File: src/rtl/part_7_if.sv
// Operand, cascade and result signals of one 4-bit comparator slice.
interface part_7_if;
  logic [3:0] a;
  logic [3:0] b;
  logic       firstE;
  logic       firstL;
  logic       firstG;
  logic       E;
  logic       L;
  logic       G;
  logic       outE;
  logic       outL;
  logic       outG;

  // Drives operands and cascade flags, observes results.
  modport master (
    output a, b, firstE, firstL, firstG,
    input  E, L, G, outE, outL, outG
  );

  // The comparator slice itself.
  modport slave (
    input  a, b, firstE, firstL, firstG,
    output E, L, G, outE, outL, outG
  );
endinterface

File: src/rtl/part_7.sv
// Clocked 4-bit magnitude comparator slice with cascade inputs.
// A free-running LOAD -> 4x CMP -> DONE sequence compares the captured
// operands MSB first. The first differing bit decides the result.
module part_7 (
  input  logic        clk,
  input  logic        rst,
  part_7_if.slave     bus
);

  typedef enum logic [1:0] {
    LOAD,
    CMP,
    DONE
  } state_t;

  state_t     state_q;
  logic [3:0] ra_q;
  logic [3:0] rb_q;
  logic       rfE_q;
  logic       rfL_q;
  logic       rfG_q;
  logic [1:0] idx_q;
  logic       dec_q;
  logic       lt_q;
  logic       E_q;
  logic       L_q;
  logic       G_q;
  logic       outE_q;
  logic       outL_q;
  logic       outG_q;

  // Control FSM, bit-serial datapath and registered result outputs.
  always_ff @(posedge clk or posedge rst) begin
    if (rst) begin
      state_q <= LOAD;
      ra_q    <= '0;
      rb_q    <= '0;
      rfE_q   <= 1'b0;
      rfL_q   <= 1'b0;
      rfG_q   <= 1'b0;
      idx_q   <= '0;
      dec_q   <= 1'b0;
      lt_q    <= 1'b0;
      E_q     <= 1'b0;
      L_q     <= 1'b0;
      G_q     <= 1'b0;
      outE_q  <= 1'b0;
      outL_q  <= 1'b0;
      outG_q  <= 1'b0;
    end else begin
      case (state_q)
        LOAD: begin
          ra_q    <= bus.a;
          rb_q    <= bus.b;
          rfE_q   <= bus.firstE;
          rfL_q   <= bus.firstL;
          rfG_q   <= bus.firstG;
          dec_q   <= 1'b0;
          lt_q    <= 1'b0;
          idx_q   <= 2'd3;
          state_q <= CMP;
        end
        CMP: begin
          // Only the most significant differing bit may set the decision.
          if (!dec_q && (ra_q[idx_q] != rb_q[idx_q])) begin
            dec_q <= 1'b1;
            lt_q  <= rb_q[idx_q];
          end
          idx_q <= idx_q - 2'd1;
          if (idx_q == 2'd0) begin
            state_q <= DONE;
          end
        end
        DONE: begin
          if (!dec_q) begin
            E_q    <= 1'b1;
            L_q    <= 1'b0;
            G_q    <= 1'b0;
            // Equal operands defer to the less-significant slice, unchecked.
            outE_q <= rfE_q;
            outL_q <= rfL_q;
            outG_q <= rfG_q;
          end else if (lt_q) begin
            E_q    <= 1'b0;
            L_q    <= 1'b1;
            G_q    <= 1'b0;
            outE_q <= 1'b0;
            outL_q <= 1'b1;
            outG_q <= 1'b0;
          end else begin
            E_q    <= 1'b0;
            L_q    <= 1'b0;
            G_q    <= 1'b1;
            outE_q <= 1'b0;
            outL_q <= 1'b0;
            outG_q <= 1'b1;
          end
          state_q <= LOAD;
        end
        default: begin
          state_q <= LOAD;
        end
      endcase
    end
  end

  assign bus.E    = E_q;
  assign bus.L    = L_q;
  assign bus.G    = G_q;
  assign bus.outE = outE_q;
  assign bus.outL = outL_q;
  assign bus.outG = outG_q;

endmodule

File: src/flat_wrapper.sv
// flat-port wrapper written by rule: the top's interface ports become plain ports
module part_7_flat 
  (clk, rst, bus_a, bus_b, bus_firstE, bus_firstL, bus_firstG, bus_E, bus_L, bus_G, bus_outE, bus_outL, bus_outG);
  part_7_if bus_i ();
  input  logic clk;
  input  logic rst;
  input wire logic [$bits(bus_i.a)-1:0] bus_a;
  input wire logic [$bits(bus_i.b)-1:0] bus_b;
  input wire logic [$bits(bus_i.firstE)-1:0] bus_firstE;
  input wire logic [$bits(bus_i.firstL)-1:0] bus_firstL;
  input wire logic [$bits(bus_i.firstG)-1:0] bus_firstG;
  output wire logic [$bits(bus_i.E)-1:0] bus_E;
  output wire logic [$bits(bus_i.L)-1:0] bus_L;
  output wire logic [$bits(bus_i.G)-1:0] bus_G;
  output wire logic [$bits(bus_i.outE)-1:0] bus_outE;
  output wire logic [$bits(bus_i.outL)-1:0] bus_outL;
  output wire logic [$bits(bus_i.outG)-1:0] bus_outG;
  assign bus_i.a = bus_a;
  assign bus_i.b = bus_b;
  assign bus_i.firstE = bus_firstE;
  assign bus_i.firstL = bus_firstL;
  assign bus_i.firstG = bus_firstG;
  assign bus_E = bus_i.E;
  assign bus_L = bus_i.L;
  assign bus_G = bus_i.G;
  assign bus_outE = bus_i.outE;
  assign bus_outL = bus_i.outL;
  assign bus_outG = bus_i.outG;
  part_7 u_core (.clk(clk), .rst(rst), .bus(bus_i));
endmodule
File: config.mk
export PLATFORM = sky130hd
export DESIGN_NAME = part_7_flat
export DESIGN_NICKNAME = d
export VERILOG_FILES = /design/src/rtl/part_7_if.sv /design/src/rtl/part_7.sv /design/src/flat_wrapper.sv
export SDC_FILE = /design/constraint.sdc
export NUM_CORES = 1
export LEC_CHECK = 0
export ABC_AREA = 1
export CAP_MARGIN = 25
export CORE_UTILIZATION = 45
export DETAILED_ROUTE_END_ITERATION = 10
export PLACE_DENSITY_LB_ADDON = 0.12
export SYNTH_ARGS = -nofsm -noshare
export SYNTH_HDL_FRONTEND = slang
export SYNTH_SLANG_ARGS = --single-unit
File: constraint.sdc
create_clock -name clk -period 1 [get_ports clk]
set_input_delay 0.15 -clock clk [delete_from_list [all_inputs] [get_ports clk]]
set_output_delay 0.15 -clock clk [all_outputs]
set_load 0.01 [all_outputs]
==> impl_metrics.tcl, run 1 <==
set metrics [dict create \
    slew_headroom_pct 86.2 \
    fp.dieW_um 50.8 \
    met2_usage_pct 37.1 \
    power.density_nw_per_um2 1050 \
    grt_most_used_layer "met2" \
    yosysWarnings 0 \
    clock_path_buffers 2 \
    numCtsBuffers 3 \
    antenna_found_initial 0 \
    met3_usage_pct 2.73 \
    finalCritPeriodShare_pct 126 \
    ys.flop_type "dfrtp_1" \
    synthArstFlopShare_pct 100 \
    routed_wl_um 2420 \
    period_minus_slack_ns 1.26 \
    hpwl_um 1600 \
    cts_hold_buffers 0 \
    grt_pass1_vias 896 \
    vias 905 \
    worst_setup_path_start_kind "flop" \
    cts_tree "built" \
    endpoint_kind "flop" \
    cts_sinks 23 \
    syn-cell-area_um2 1070 \
    top_level_ports 19 \
    required_ns 1.21 \
    synthesis.nets 131 \
    cp_max_fo 7 \
    start_util_pct 48.0 \
    dieArea_um2 2580 \
    irDropWorstVdd_mv 0.864 \
    place_congestion 0.772 \
    finalMaxSlewViolations 0 \
    maxCapViolations 0 \
    synth_edf_count 0 \
    grt_use_total_pct 21.2 \
    die_height_um 50.8 \
    nFillCells 172 \
    via_per_inst 4.95 \
    met1_usage_pct 26.8 \
    setup_viol 19 \
    clk_pin_slew_worst_paths_ns 0.12 \
    netlist_instances 117 \
    wl_per_cell_um 13.2 \
    setup_tns_ns -1.95 \
    rows 17 \
    grt_overflow 0 \
    ant_nets 0 \
    status "complete, but fails checks" \
    clock_latency_ns 0.30 \
    tightest_slew_ns 0.207 \
    core_area_um2 2230 \
    final_core_util_pct 71.8 \
    p_leak_nw 0.760 \
    syn_avg_cell_area_um2 9.15 \
    rsz0062_at_grt "true" \
    drt_iter0_markers 9 \
    drc 0 \
    synth-seq-cells 23 \
    syn_to_final_growth_pct 49.6 \
    grt_pass1_wl_um 4010 \
    finClkSkew_ns 0.00360 \
    fin_ws_ns -0.259 \
    crit_arrival_ns 1.47 \
    critical_path_class "flop to flop" \
    finalHoldViolations 0 \
    fmaxAchievable_ghz 0.794 \
    synth_cell_types 17 \
    diodes 0 \
    port_buffers 18 \
    ys_seq_area_share_pct 53.7 \
    drive_gt1_share_pct 44.5 \
    dr.pass1.iters 3 \
    grt_max_degree 24 \
    clock-root-buffer "clkbuf_4" \
    h-tree-depth 1 \
    violations "negative setup slack" \
    min_path_type "primary input to asynchronous set/reset pin" \
    nNetsFinal 170 \
]
## cells by family after synthesis
kind of cell             Yosys count  share of synthesized area (%)
flip-flops                        23                           53.7
AO/OA/AOI/OAI                     18                           8.88
adder cells (fa/ha/maj)            1                           1.17
multiplexers                       6                           6.31
buffers and inverters             17                           8.18
AND/OR/NAND/NOR                   52                           21.7
## flip-flops by register name, summed over array words and instances, names as in the netlist, 2 cells and up
| name | count |
|---|---|
| u_core.ra_q | 4 |
| u_core.state_q | 2 |
| u_core.rb_q | 4 |
| u_core.idx_q | 2 |
## cell type report
class                      instances  area, um2  area share, %
tap                               28       35.0           2.19
sequential                        23        578           36.1
multi-input combinational         77        529           33.0
clock buffer                       4       26.3           1.64
inverter                          14       62.6           3.90
timing repair buffer              37        372           23.2
## path summary, 6_finish.rpt
check | startpoint | endpoint | slack, ns | cells after the start
max | u_core.idx_q[0]$_DFFE_PP0P_ | u_core.idx_q[1]$_DFFE_PP0P_ | -0.26 | 6
min | rst | u_core.ra_q[2]$_DFFE_PP0P_ | 0.16 | 3
max reg2reg | u_core.idx_q[0]$_DFFE_PP0P_ | u_core.idx_q[1]$_DFFE_PP0P_ | -0.26 | 6
min reg2reg | u_core.bus.E$_DFFE_PP0N_ | u_core.bus.E$_DFFE_PP0N_ | 0.49 | 2
max in group asynchronous | rst | u_core.state_q[1]$_DFFE_PP0P_ | 0.69 | 3
min in group clk | bus_a[3] | u_core.ra_q[3]$_DFFE_PP0P_ | 0.38 | 3
## placed cells by master, fill, tap and decap left out, types with 3 or more instances in the layout
master / n
buf_12: 3
buf_2: 6
buf_4: 7
buf_6: 7
clkbuf_4: 3
clkdlybuf4s50_1: 12
dfrtp_1: 21
inv_1: 10
mux2_4: 6
nand2_1: 20
nand2_2: 14
nand2_4: 3
nand3_1: 6
nor2_1: 3
o21ai_1: 7
o21ai_2: 7
## metrics by stage
step	power [W]	setup WS (ns)	instances	hold WS [ns]	cell area, um2
final	0.00169	-0.259	183	0.159	1600
after global routing	0.00178	-0.314	183	0.162	1600
after CTS	0.00168	-0.184	176	0.158	1450
after detailed placement	0.00128	-0.236	170	0.482	1370
after global placement	0.00127	-0.158	170	0.479	1370
after floorplan	0.00113	-0.0900	117	0.152	1090
## synthesized netlist by cell type (2+ instances only)
| master | n | area, um2 |
|---|---|---|
| buf_6 | 2 | 22.5 |
| nand4_1 | 2 | 12.5 |
| inv_1 | 12 | 45.0 |
| nand3_1 | 8 | 40.0 |
| dfrtp_1 | 23 | 576 |
| o211ai_1 | 2 | 15.0 |
| inv_4 | 2 | 12.5 |
| mux2_2 | 6 | 67.6 |
| o21ai_0 | 14 | 70.1 |
| nor2_4 | 2 | 22.5 |
| nand2_1 | 34 | 128 |
| nor2_1 | 3 | 11.3 |
| nand2_2 | 3 | 18.8 |
## metal layers
metal | up-vias | routed length (um)
li1 | 453 | -
met1 | 436 | 1080
met2 | 12 | 1260
met3 | 4 | 50
met4 | 0 | 27
met5 | - | 0
## power breakdown
| group | leakage (nW) | switching [W] | total [W] | internal, W |
|---|---|---|---|---|
| clock | 0.0150 | 0.000263 | 0.000418 | 0.000155 |
| sequential | 0.270 | 0.0000349 | 0.00102 | 0.000987 |
| combinational | 0.475 | 0.000111 | 0.000248 | 0.000137 |
| total | 0.760 | 0.000409 | 0.00169 | 0.00128 |
## repair_timing
action,CTS,global route
gates resized for setup,51,30
setup buffers,3,8
setup endpoints to repair,29,27
pin swaps,6,13
## worst max-delay path, stage by stage, from the launching register on
cell      delay [ns]
dfrtp_2         0.48
clkinv_4        0.12
buf_4           0.16
ha_4            0.25
nand2_2         0.04
o21ai_1         0.06
inv_1           0.05
Power figures use the tool's default switching activity.
==> inputs of run 2 (changes only) <==
Settings changed: RECOVER_POWER set to 50.
==> run 2 against run 1 <==
Net effect: the run still ends with negative setup slack left; non-clock buffer count unchanged; routed wire length decreased by 0.25%; critical path depth stayed put; hold slack better by 0.22 ns; combinational power fell by 4%; clock power down 1%; sequential share of layout area increased by 0.34 points.
==> impl_metrics.tcl, run 2 (synthesized netlist as in run 1, its figures left out) <==
set metrics [dict create \
    slowest_stage "dfrtp_2" \
    clock-root-buffer "clkbuf_4" \
    worstSetupStartpoint "u_core.idx_q[0]$_DFFE_PP0P_" \
    grt_pass1_wl_um 4010 \
    nNetsFinal 170 \
    crit_end "u_core.idx_q[1]$_DFFE_PP0P_" \
    fmaxAchievable_ghz 0.794 \
    crit_arrival_ns 1.46 \
    grt_overflow 0 \
    diodes 0 \
    setup_viol 18 \
    rrSetupSlack_ns -0.26 \
    fp.dieW_um 50.8 \
    timing.rr.start "u_core.idx_q[0]$_DFFE_PP0P_" \
    worst_setup_path_start_kind "flop" \
    clk_pin_slew_worst_paths_ns 0.12 \
    antenna_found_initial 0 \
    grt_max_degree 24 \
    syn_to_final_growth_pct 48.2 \
    p_leak_nw 0.755 \
    cpPeakStageDelay_ns 0.48 \
    rows 17 \
    min_path_type "primary input to flop" \
    top_level_ports 19 \
    ant_nets 0 \
    hpwl_um 1600 \
    place_congestion 0.772 \
    multiInputGateArea_um2 529 \
    vias 905 \
    cts_tree "built" \
    final_cell_mix "dfrtp_1, nand2_1, nand2_2" \
    finClkSkew_ns 0.00505 \
    drive_gt1_share_pct 44.5 \
    die_height_um 50.8 \
    holdWs_ns 0.383 \
    layout_commonest_cell "dfrtp_1" \
    numCtsBuffers 3 \
    dr.pass1.iters 3 \
    dp_cells 170 \
    grt_use_total_pct 21.2 \
    reg2reg_depth 6 \
    endpoint_kind "flop" \
    layout.cells.non_filler 183 \
    required_ns 1.20 \
    grt_pass1_vias 896 \
    wl_per_cell_um 13.2 \
    status "complete, but fails checks" \
    finalMaxSlewViolations 0 \
    routed_wl_um 2410 \
    fin_ws_ns -0.260 \
    finalHoldViolations 0 \
    h-tree-depth 1 \
    slew_headroom_pct 62.0 \
    violations "negative setup slack" \
    nFillCells 174 \
    drc 0 \
    clock_path_buffers 2 \
    power.density_nw_per_um2 1050 \
    timing.rr.end "u_core.idx_q[1]$_DFFE_PP0P_" \
    drt_iter0_markers 10 \
    period_minus_slack_ns 1.26 \
    core_area_um2 2230 \
    irDropWorstVdd_mv 0.838 \
    via_per_inst 4.95 \
    port_buffers 18 \
    clock_latency_ns 0.30 \
    finalCritPeriodShare_pct 126 \
    cts_hold_buffers 0 \
    rsz0062_at_grt "true" \
    start_util_pct 48.0 \
    cts_sinks 23 \
    critical_path_class "flop to flop" \
    path_cells "clkinv_4 > buf_4 > ha_4 > nand2_2 > o21ai_1 > inv_1" \
    dieArea_um2 2580 \
    cp_max_fo 7 \
    seq_area_um2 578 \
    reg_top3 "u_core.ra_q (4), u_core.rb_q (4)" \
    maxCapViolations 0 \
    tightest_slew_ns 0.570 \
]
[run 2: cell count changes in the layout (fill, tap and decap cells not counted), sizes merged]
cell | previous run | this run
buf | 25 | 24
clkbuf | 4 | 5
clkdlybuf4s50 | 12 | 11
dlygate4sd3 | 0 | 1
[run 2: how the worst min path moves through the flow]
| stage | cells after the start | startpoint | endpoint |
|---|---|---|---|
| 2_1_floorplan | 1 | rst | u_core.bus.E$_DFFE_PP0N_ |
| 5_1_grt | 3 | bus_a[3] | u_core.ra_q[3]$_DFFE_PP0P_ |
| 3_5_place_dp | 2 | u_core.bus.E$_DFFE_PP0N_ | u_core.bus.E$_DFFE_PP0N_ |
| 6_report | 3 | bus_a[3] | u_core.ra_q[3]$_DFFE_PP0P_ |
| 4_1_cts | 3 | rst | u_core.ra_q[2]$_DFFE_PP0P_ |
| 3_3_place_gp | 2 | u_core.bus.E$_DFFE_PP0N_ | u_core.bus.E$_DFFE_PP0N_ |
[run 2: through the flow]
step | TNS [ns] | power, W | cell area, um2 | utilization, % | setup WS (ns)
3_3_place_gp | -1.29 | 0.00127 | 1370 | 61.2 | -0.158
6_report | -1.96 | 0.00167 | 1590 | 71.1 | -0.260
3_5_place_dp | -2.02 | 0.00128 | 1370 | 61.2 | -0.236
2_1_floorplan | -0.633 | 0.00113 | 1090 | - | -0.0900
5_1_grt | -3.12 | 0.00177 | 1590 | 71.1 | -0.314
4_1_cts | -1.58 | 0.00168 | 1450 | 64.8 | -0.184
[run 2: worst max-delay path: cells and delay by family (launching register included)]
| family | cells | cell delay (ns) |
|---|---|---|
| DFF | 1 | 0.48 |
| buffers and inverters | 3 | 0.33 |
| adders and majority gates | 1 | 0.25 |
| AOI/OAI and AO/OA | 1 | 0.06 |
| and+or+nand+nor | 1 | 0.04 |
[run 2: power breakdown]
group	internal (W)	switching, W
combinational	0.000129	0.000110
sequential	0.000987	0.0000348
clock	0.000155	0.000259
[run 2: repair_timing]
action                                  4_1_cts  5_1_grt
buffers inserted                              3        8
gates resized for setup                      51       30
pin swaps                                     6       13
endpoints found under the setup margin       29       27
hold endpoints to repair                      0        0
[run 2: layer usage]
metal	part of all wire (%)	vias up	wire length, um	track usage, %
li1	-	453	-	-
met5	0	-	0	0
met2	53	12	1280	37.1
met1	44	436	1060	26.8
met4	0.95	0	23	6.94
met3	2.1	4	50	2.73
[run 2: cell type report]
| type | count | area share (%) |
|---|---|---|
| sequential | 23 | 36.4 |
| multi-input combinational | 77 | 33.3 |
| timing repair buffer | 37 | 22.5 |
| inverter | 14 | 3.94 |
| tap | 28 | 2.21 |
| clock buffer | 4 | 1.65 |
==> inputs of run 3 (changes only) <==
Settings changed: CAP_MARGIN 25 to 30, CORE_UTILIZATION 45 to 50.
Clock period 1 ns to 1.4 ns, I/O delays scaled along.
==> run 3 against run 2 <==
Net effect: the flow now finishes without violations; setup slack improved by 0.42 ns; sequential share of layout area increased by 8.0 points; critical path type unchanged; sequential power is 29% lower; maximum frequency increased by 1.7%; hold slack better by 0.072 ns; clock-buffer cell count unchanged; highest routed layer unchanged; first-iteration DRC count is 50% lower; routed wire length decreased by 24%; final area is 18% lower.
==> impl_metrics.tcl, run 3 (synthesized netlist as in run 1, its figures left out) <==
set metrics [dict create \
    antenna_found_initial 0 \
    syn_to_final_growth_pct 21.1 \
    drt_iter0_markers 5 \
    cts_sinks 23 \
    rrSetupSlack_ns 0.16 \
    grt_overflow 0 \
    setup_viol 0 \
    maxCapViolations 0 \
    final_core_util_pct 65.5 \
    layout_commonest_cell "nand2_1" \
    slew_headroom_pct 63.0 \
    reg2reg_depth 9 \
    nNetsFinal 154 \
    grt_pass1_vias 744 \
    final_cell_mix "nand2_1, dfrtp_1, o21ai_0" \
    fin_ws_ns 0.161 \
    start_util_pct 54.0 \
    fp.dieW_um 48.3 \
    ant_nets 0 \
    required_ns 1.60 \
    cts_tree "built" \
    finalMaxSlewViolations 0 \
    met2_wirelength_um 912 \
    cts_hold_buffers 0 \
    diodes 0 \
    grt_max_degree 24 \
    die_height_um 48.3 \
    status "finished, final reports clean" \
    drive_gt1_share_pct 12.9 \
    post_cts_buffers 0 \
    dr.pass1.iters 4 \
    seq_area_um2 576 \
    vias 819 \
    nFillCells 184 \
    setup_tns_ns 0 \
    routed_wl_um 1830 \
    endpoint_kind "flop" \
    timing.rr.start "u_core.idx_q[0]$_DFFE_PP0P_" \
    p_leak_nw 0.649 \
    period_minus_slack_ns 1.24 \
    m1WireLength_um 830 \
    irDropWorstVdd_mv 0.551 \
    multiInputGateArea_um2 400 \
    wl_per_cell_um 11.0 \
    min_path_type "primary input to asynchronous set/reset pin" \
    via_per_inst 4.93 \
    met3WireLength_um 77 \
    numCtsBuffers 3 \
    rsz0062_at_grt "false" \
    tightest_slew_ns 0.555 \
    finalCritPeriodShare_pct 88.5 \
    core_area_um2 1980 \
    crit_arrival_ns 1.44 \
    critical_path_class "flop to flop" \
    reg_top3 "u_core.ra_q (4), u_core.rb_q (4)" \
    cp_max_fo 8 \
    h-tree-depth 1 \
    clk_pin_slew_worst_paths_ns 0.12 \
    finalHoldViolations 0 \
    grt_use_total_pct 19.3 \
    finClkSkew_ns 0.00797 \
    worst_setup_path_start_kind "flop" \
    grt_pass1_wl_um 3030 \
    rows 16 \
    timing.rr.end "u_core.lt_q$_DFFE_PP0P_" \
    hpwl_um 1370 \
    fmaxAchievable_ghz 0.807 \
    clock_latency_ns 0.30 \
    power.density_nw_per_um2 898 \
    clock_path_buffers 2 \
    top_level_ports 19 \
    clock-root-buffer "clkbuf_4" \
    post-place-ws_ns 0.171 \
    finalInstanceArea_um2 1300 \
    dieArea_um2 2330 \
    port_buffers 18 \
    drc 0 \
    place_area_um2 1280 \
    highest_layer "met4" \
    place_congestion 0.848 \
]
## run 3: cell count changes in the layout (fill, tap and decap cells not counted), sizes merged
cell,delta
clkinv,-1
inv,+1
dlygate4sd2,+3
dlymetal6s2s,+3
buf,-22
## run 3: where the power goes
part / switching (W) / internal, W / leakage [nW] / total (W)
logic: 0.0000664 / 0.0000861 / 0.362 / 0.000152
registers: 0.0000168 / 0.000705 / 0.272 / 0.000722
clock network: 0.000180 / 0.000111 / 0.0150 / 0.000291
## run 3: through the flow
| step | power, W | hold WS (ns) | std cells |
|---|---|---|---|
| floorplan | 0.000807 | 0.212 | 117 |
| global placement | 0.000901 | 0.477 | 162 |
| detailed placement | 0.000905 | 0.486 | 162 |
| CTS | 0.00119 | 0.232 | 166 |
| global route | 0.00124 | 0.461 | 166 |
| finish | 0.00116 | 0.455 | 166 |
## run 3: area by class of cell
cell class	count	area share, %
flip-flops and latches	23	44.4
multi-input cells	77	30.9
repair buffers	21	15.7
inverters	14	4.44
well taps	27	2.60
clock buffers	4	2.03
## run 3: layer usage
metal | vias up | track usage [%]
li1 | 424 | -
met5 | - | 0
met1 | 373 | 22.9
met3 | 2 | 4.44
met4 | 0 | 6.67
met2 | 20 | 33.9
## run 3: critical path, stage by stage, from the launching register on
cell,delay [ns]
dfrtp_1,0.55
inv_4,0.09
nand2_1,0.10
nand2_1,0.05
nand2_1,0.05
nand2_1,0.05
nand2_1,0.08
nand3_1,0.07
nand2_1,0.06
nand2_1,0.04
## run 3: worst max-delay path by stage
stage	start	endpoint	slack, ns	cells past startpoint
after global routing	u_core.idx_q[0]$_DFFE_PP0P_	u_core.lt_q$_DFFE_PP0P_	0.05	9
after floorplan	u_core.state_q[1]$_DFFE_PP0P_	u_core.ra_q[0]$_DFFE_PP0P_	0.29	2
after CTS	u_core.bus.G$_DFFE_PP0N_	bus_G	0.002	1
after global placement	u_core.idx_q[0]$_DFFE_PP0P_	u_core.lt_q$_DFFE_PP0P_	0.20	8
final	u_core.idx_q[0]$_DFFE_PP0P_	u_core.lt_q$_DFFE_PP0P_	0.16	9
after detailed placement	u_core.state_q[1]$_DFFE_PP0P_	u_core.ra_q[1]$_DFFE_PP0P_	0.17	2
## run 3: timing repair
| action | 4_1_cts | 5_1_grt |
|---|---|---|
| resized for setup | 3 | 3 |
| setup endpoints to repair | 3 | 3 |
| cloned | 0 | 0 |
| endpoints found under the hold margin | 0 | 0 |
